<file path="src/rtl/lsu_load_unit.sv">
// Load unit: reads 32-bit words from a word-addressed memory with 1-cycle read latency
// and returns zero/sign-extended byte, halfword or word results over a valid/ready channel.
// Build option: define LSU_LOAD_SPLIT_EN to service loads that straddle two words with a
// second read; without it such loads complete immediately with rsp_err set.
`timescale 1ns/1ps
module lsu_load_unit #(
  parameter int unsigned ADDR_W = 32
) (
  input  logic              clk,
  input  logic              rst,
  input  logic              req_valid,
  output logic              req_ready,
  input  logic [ADDR_W-1:0] req_addr,
  input  logic [1:0]        req_size,
  input  logic              req_unsigned,
  output logic              mem_rd_en,
  output logic [ADDR_W-3:0] mem_addr,
  input  logic [31:0]       mem_rdata,
  output logic              rsp_valid,
  input  logic              rsp_ready,
  output logic [31:0]       rsp_data,
  output logic              rsp_err
);

  localparam logic [1:0] SizeByte = 2'b00;
  localparam logic [1:0] SizeHalf = 2'b01;
  localparam logic [1:0] SizeWord = 2'b10;
  localparam logic [1:0] SizeRsvd = 2'b11;

`ifdef LSU_LOAD_SPLIT_EN
  localparam logic [ADDR_W-3:0] WordOne = {{(ADDR_W-3){1'b0}}, 1'b1};

  typedef enum logic [1:0] {StIdle, StRd0, StRd1, StResp} state_e;
`else
  typedef enum logic [1:0] {StIdle, StRd0, StResp} state_e;
`endif

  state_e      state_q, state_d;
  logic [1:0]  off_q, off_d;
  logic [1:0]  size_q, size_d;
  logic        uns_q, uns_d;
  logic [31:0] data_q, data_d;
  logic        err_q, err_d;
`ifdef LSU_LOAD_SPLIT_EN
  // Word index and first word are only needed to issue and assemble the second read.
  logic [ADDR_W-3:0] widx_q, widx_d;
  logic              split_q, split_d;
  logic [31:0]       w0_q, w0_d;
`endif

  logic [ADDR_W-3:0] req_word;
  logic              req_split;
  logic              req_bad;

  // Shift the two-word window down to the addressed byte, then truncate and extend.
  function automatic logic [31:0] extract(input logic [63:0] dword, input logic [1:0] off,
                                          input logic [1:0] size, input logic uns);
    logic [31:0] sh;
    sh = 32'(dword >> {off, 3'b000});
    case (size)
      SizeByte: extract = uns ? {24'b0, sh[7:0]} : {{24{sh[7]}}, sh[7:0]};
      SizeHalf: extract = uns ? {16'b0, sh[15:0]} : {{16{sh[15]}}, sh[15:0]};
      default:  extract = sh;
    endcase
  endfunction

  // Request decode: word index, straddle detection and requests answered without a read.
  always_comb begin
    req_word  = req_addr[ADDR_W-1:2];
    req_split = ((req_size == SizeHalf) && (req_addr[1:0] == 2'd3)) ||
                ((req_size == SizeWord) && (req_addr[1:0] != 2'd0));
`ifdef LSU_LOAD_SPLIT_EN
    req_bad   = (req_size == SizeRsvd);
`else
    req_bad   = (req_size == SizeRsvd) || req_split;
`endif
  end

  // Next-state, memory strobe and result computation.
  always_comb begin
    state_d   = state_q;
    off_d     = off_q;
    size_d    = size_q;
    uns_d     = uns_q;
    data_d    = data_q;
    err_d     = err_q;
`ifdef LSU_LOAD_SPLIT_EN
    widx_d    = widx_q;
    split_d   = split_q;
    w0_d      = w0_q;
`endif
    req_ready = 1'b0;
    mem_rd_en = 1'b0;
    mem_addr  = '0;

    unique case (state_q)
      StIdle: begin
        req_ready = 1'b1;
        if (req_valid) begin
          off_d  = req_addr[1:0];
          size_d = req_size;
          uns_d  = req_unsigned;
`ifdef LSU_LOAD_SPLIT_EN
          widx_d  = req_word;
          split_d = req_split;
`endif
          if (req_bad) begin
            data_d  = '0;
            err_d   = 1'b1;
            state_d = StResp;
          end else begin
            mem_rd_en = 1'b1;
            mem_addr  = req_word;
            err_d     = 1'b0;
            state_d   = StRd0;
          end
        end
      end
      StRd0: begin
`ifdef LSU_LOAD_SPLIT_EN
        w0_d = mem_rdata;
        if (split_q) begin
          // Word index wraps naturally at the top of the address space.
          mem_rd_en = 1'b1;
          mem_addr  = widx_q + WordOne;
          state_d   = StRd1;
        end else begin
          data_d  = extract({32'b0, mem_rdata}, off_q, size_q, uns_q);
          state_d = StResp;
        end
`else
        data_d  = extract({32'b0, mem_rdata}, off_q, size_q, uns_q);
        state_d = StResp;
`endif
      end
`ifdef LSU_LOAD_SPLIT_EN
      StRd1: begin
        // Second word arrives now and is folded straight into the result.
        data_d  = extract({mem_rdata, w0_q}, off_q, size_q, uns_q);
        state_d = StResp;
      end
`endif
      StResp: begin
        if (rsp_ready) begin
          state_d = StIdle;
        end
      end
      default: state_d = StIdle;
    endcase
  end

  // State and captured request/result registers with synchronous reset.
  always_ff @(posedge clk) begin
    if (rst) begin
      state_q <= StIdle;
      off_q   <= '0;
      size_q  <= '0;
      uns_q   <= 1'b0;
      data_q  <= '0;
      err_q   <= 1'b0;
`ifdef LSU_LOAD_SPLIT_EN
      widx_q  <= '0;
      split_q <= 1'b0;
      w0_q    <= '0;
`endif
    end else begin
      state_q <= state_d;
      off_q   <= off_d;
      size_q  <= size_d;
      uns_q   <= uns_d;
      data_q  <= data_d;
      err_q   <= err_d;
`ifdef LSU_LOAD_SPLIT_EN
      widx_q  <= widx_d;
      split_q <= split_d;
      w0_q    <= w0_d;
`endif
    end
  end

  assign rsp_valid = (state_q == StResp);
  assign rsp_data  = data_q;
  assign rsp_err   = err_q;

endmodule

</file>
<file path="config.mk">
export PLATFORM = sky130hd
export DESIGN_NAME = lsu_load_unit
export DESIGN_NICKNAME = d
export VERILOG_FILES = /design/src/rtl/lsu_load_unit.sv
export SDC_FILE = /design/constraint.sdc
export NUM_CORES = 1
export LEC_CHECK = 0
export ABC_CLOCK_PERIOD_IN_PS = 2560
export CORE_MARGIN = 2
export CORE_UTILIZATION = 40
export CTS_CLUSTER_SIZE = 25
export DETAILED_ROUTE_END_ITERATION = 12
export GPL_TIMING_DRIVEN = 0
export PLACE_DENSITY = 0.86
export SYNTH_ARGS = -nofsm -noshare
export SYNTH_HDL_FRONTEND = slang
export SYNTH_SLANG_ARGS = --single-unit
</file>
<file path="constraint.sdc">
create_clock -name clk -period 2.56 [get_ports clk]
set_input_delay 0.512 -clock clk [delete_from_list [all_inputs] [get_ports clk]]
set_output_delay 0.512 -clock clk [all_outputs]
set_load 0.02 [all_outputs]
</file>
; Word-level counts from Yosys, hierarchy flattened
; Cells that the tools add are included.
[word_totals]
ff_bits = 40
in_bits = 71
out_inout_bits = 66
wordCells = 46
[classes]
n_eq_ne = 10
n_shift = 1
muxes = 18
n_reduce_logical = 11
[op_table]
columns = cell, count
row1 = $mux 32, 4
row2 = $pmux 32 s2, 2
row3 = $mux 30, 3
row4 = $shr 32x5->32, 1
row5 = $eq 2x2->1 const B, 4
row6 = $eq 2x1->1 const B, 3
row7 = $mux 2, 3
row8 = $pmux 2 s3, 1
row9 = $mux 1, 5
row10 = $logic_not 2->1, 2
row11 = $ne 2x2->1 const B, 2
row12 = $reduce_and 2->1, 2
row13 = $reduce_bool 2->1, 2
row14 = $reduce_and 3->1, 1
row15 = $logic_and 1x1->1, 2
row16 = $logic_or 1x1->1, 2
row17 = $ne 2x1->1 const B, 1

; Longest topological paths before layout
[logic_depth]
depth_word = 7
mapped_depth = 7
depth_no_buf = 4

; Least setup slack after synthesis
; No wires, ideal clock.
[synth_timing]
path_kind = input port to output port
start = input port req_addr[1]
end = output port mem_addr[0]
t_arrival_ns = 1.465
t_required_ns = 2.048
setup_slack_ns = 0.583
path_stages = 4
n_path_buf = 1
path_cell_list = a21o_1 > a21oi_1 > clkbuf_1 > and3_1
[synth_between]
elab_chain_len = 7
elab_cells_between_ends = 9
classes_between = eq/ne (1) / mux (3) / reduce/logical (5)
[synth_lines]
columns = item, line
row1 = start: declaration, 13  ; input logic [ADDR_W-1:0] req_addr,
row2 = $eq 2x2->1 or $reduce_bool 2->1 (tied branches), "70, 71"
row3 = $logic_and 1x1->1 (on tied branches), "70, 71"
row4 = $logic_or 1x1->1 (*), 70  ; req_split = ((req_size == SizeHalf) && (req_addr[1:0] == 2'd3)) ||
row5 = $logic_or 1x1->1 (*), 75  ; req_bad = (req_size == SizeRsvd) || req_split;
row6 = $mux 30 (*), 107  ; if (req_bad) begin
row7 = $mux 30 (*), 99  ; if (req_valid) begin
row8 = $mux 30 (*), 96  ; unique case (state_q)
row9 = end: declaration, 17  ; output logic [ADDR_W-3:0] mem_addr,
; Mark *: on every way between the ends. The rest lies on a longest branch, timed or not.

; Final worst setup path
[layout_timing]
start = input port req_addr[0]
end = output port mem_addr[10]
; Same word-level chain as after synthesis.

==> impl_metrics.env <==
export IMPL_hold_viol_final=0
export IMPL_drc_errors=0
export IMPL_finClkSkew_ps=9.09
export IMPL_wl_per_cell_um=17.1
export IMPL_place_congestion=0.795
export IMPL_min_path_type="reg2reg"
export IMPL_clock_sinks=40
export IMPL_ys_flop_type="dfxtp_1"
export IMPL_drt_initial_drc_count=184
export IMPL_root_buffer="clkbuf_8"
export IMPL_row_count=27
export IMPL_final_fill_count=420
export IMPL_synth_edf_count=0
export IMPL_antenna_found_initial=0
export IMPL_final_util_pct=71.4
export IMPL_async_flop_share_pct=0
export IMPL_viasPerCell=5.44
export IMPL_grt_ovfl_total=0
export IMPL_timing_final_ws_setup_ps=-28.8
export IMPL_cts_tree="yes"
export IMPL_critical_path_arrival_ps=2080
export IMPL_worstSkewPairLatency_ps=300
export IMPL_maxSlewViolCount=0
export IMPL_gr_usage_all_layers_pct=25.2
export IMPL_yosysUniqueCellTypes=40
export IMPL_reg2reg_to="rsp_data[23]$_SDFFE_PP0P_"
export IMPL_r2r_cells=6
export IMPL_grt_pass1_vias=2397
export IMPL_path_class="in2out"
export IMPL_syn_inst=248
export IMPL_grt_pass1_wl_um=12300
export IMPL_hpwl_um=5980
export IMPL_yosysSeqAreaShare_pct=35.6
export IMPL_coreArea_um2=5470
export IMPL_area_delta_synth_final_pct=73.6
export IMPL_die_w_um=79.0
export IMPL_regArea_um2=801
export IMPL_power_uw=1810
export IMPL_post_route_period_util_pct=101
export IMPL_cts_htree_levels=2
export IMPL_final_cell_mix="clkdlybuf4s50_1, dfxtp_1, and3_1"
export IMPL_endpoint="mem_addr[10]"
export IMPL_max_slew_margin_pct=57.7
export IMPL_netlist_area_um2=2250
export IMPL_cellPowerDensity_nw_per_um2=464
export IMPL_crit_path_start_kind="input pin"
export IMPL_grt_setup_unrepaired="yes"
export IMPL_start_util_pct=41.1
export IMPL_rrSetupSlack_ps=670
export IMPL_layout_commonest_cell="clkdlybuf4s50_1"
export IMPL_min_period_ps=2590
export IMPL_end_kind="primary output"
export IMPL_dr_pass1_iters=4
export IMPL_violations="negative setup slack"
export IMPL_synth_top_area_share_pct=35.6
export IMPL_floorplan_die_area_um2=6240
export IMPL_port_buffers=136
export IMPL_cp_slowest_cell="clkdlybuf4s50_1"
export IMPL_cts_made_buffers=5
export IMPL_synthTopCellsByArea="dfxtp_1, and3_1, mux2i_1"
export IMPL_ant_nets=0
export IMPL_worst_endpoint_required_ps=2050
export IMPL_cpPeakStageDelay_ps=450
export IMPL_ys_warn_count=0
export IMPL_tightest_slew_ps=635
export IMPL_syn_area_per_cell_um2=9.08
export IMPL_synth_seq_cells=40
export IMPL_drv_cap=0
export IMPL_r2r_start="off_q[0]$_SDFFE_PP0P_"
export IMPL_wl_um=7980
export IMPL_nets=466
export IMPL_multiInputGateArea_um2=1350
export IMPL_synth_area_leader_cell="dfxtp_1"
export IMPL_path_max_fanout=10
export IMPL_fin_setup_tns_ps=-28.8
export IMPL_grt_max_degree=13
export IMPL_setup_viol=1
export IMPL_p_leak_uw=0.00165
export IMPL_cts_hold_buffers=0
export IMPL_die_y_um=79.0
export IMPL_syn_nets=319
export IMPL_irDropWorstVdd_v=0.000278
export IMPL_clockBufferDepth=2
export IMPL_num_io_pins=137
export IMPL_num_vias=2539
export IMPL_status="finished with violations"
export IMPL_cts_clk_slew_worst_paths_ps=70
export IMPL_drive_gt1_share_pct=17.5
export IMPL_holdWs_ps=469
export IMPL_crit_path_start="req_addr[0]"
export IMPL_crit_chain="clkdlybuf4s50_1 > o21a_1 > a21oi_4 > clkbuf_8 > and3_1 > clkdlybuf4s15_2"
export IMPL_fmax_mhz=386
export IMPL_antennaDiodeCount=0
through the flow:
step | setup WS [ps] | cells | area, µm²
6_report | -28.8 | 467 | 3910
2_1_floorplan | 583 | 248 | 2250
3_5_place_dp | -677 | 456 | 3700
4_1_cts | 0.852 | 466 | 3940
5_1_grt | -65.4 | 467 | 3910
3_3_place_gp | -697 | 456 | 3700
worst max-delay path: cells and delay by family:
family / cells / cell delay (ps)
buffers and inverters: 3 / 920
AO/OA/AOI/OAI: 2 / 440
AND/OR/NAND/NOR: 1 / 190
registers in the layout, indices dropped and copies added, names as in the netlist:
signal	flops
rsp_err	1
state_q	2
rsp_data	32
size_q	2
uns_q	1
off_q	2
cells by family (layout without fill, tap and decap cells):
logic type	after synthesis	count (layout)	synth area share [%]
muxes	18	18	8.84
buffers and inverters	25	172	5.34
DFF	40	40	35.6
xor gates and xnor gates	1	1	0.389
and+or+nand+nor	95	95	25.4
AOI/OAI and AO/OA	69	69	24.5
timing repair:
action / CTS / global route
endpoints found under the hold margin: 0 / 0
gates resized for setup: 108 / 9
pin swaps: 2 / 1
endpoints found under the setup margin: 31 / 31
buffers inserted: 3 / 1
worst min-delay path by stage:
stage	startpoint	to	slack, ps	depth (start not counted)
finish	rsp_data[19]$_SDFFE_PP0P_	rsp_data[19]$_SDFFE_PP0P_	470	1
global route	rsp_data[22]$_SDFFE_PP0P_	rsp_data[22]$_SDFFE_PP0P_	480	1
global placement	rsp_data[23]$_SDFFE_PP0P_	rsp_data[23]$_SDFFE_PP0P_	450	1
CTS	rsp_data[19]$_SDFFE_PP0P_	rsp_data[19]$_SDFFE_PP0P_	470	1
detailed placement	rsp_data[9]$_SDFFE_PP0P_	rsp_data[9]$_SDFFE_PP0P_	450	1
floorplan	size_q[0]$_SDFFE_PP0P_	size_q[0]$_SDFFE_PP0P_	480	2
Yosys cell counts (all sizes together), types with 2 or more instances:
cell	count
a211o	15
a21oi	13
a221o	9
a32o	7
and3	30
buf	11
clkbuf	12
dfxtp	40
inv	2
mux2	2
mux2i	15
nand2	21
nand3b	9
nor2	15
nor2b	9
nor3	2
nor3b	4
o21ai	11
o2bb2ai	7
metal layers:
metal	vias up	share of wire [%]	global-route usage, %
met5	-	0	0
li1	1224	-	-
met1	1226	44	34.8
met3	10	5.4	3.86
met4	0	1.1	6.38
met2	79	50	41.2
area by class of cell:
type,instances,share of cell area (%)
plain buffers,23,3.94
clock inverters,2,1.54
repair buffers,140,35.3
clock buffers,5,1.76
multi-input cells,183,34.5
inverters,2,0.192
flip-flops and latches,40,20.5
well taps,72,2.31
power breakdown:
part           leakage [µW]  internal, µW  total [µW]  switching (µW)
logic               0.00126           281         549             268
registers          0.000324           648         665            16.6
clock network     0.0000642           384         600             216
Power figures use the tool's default switching activity.
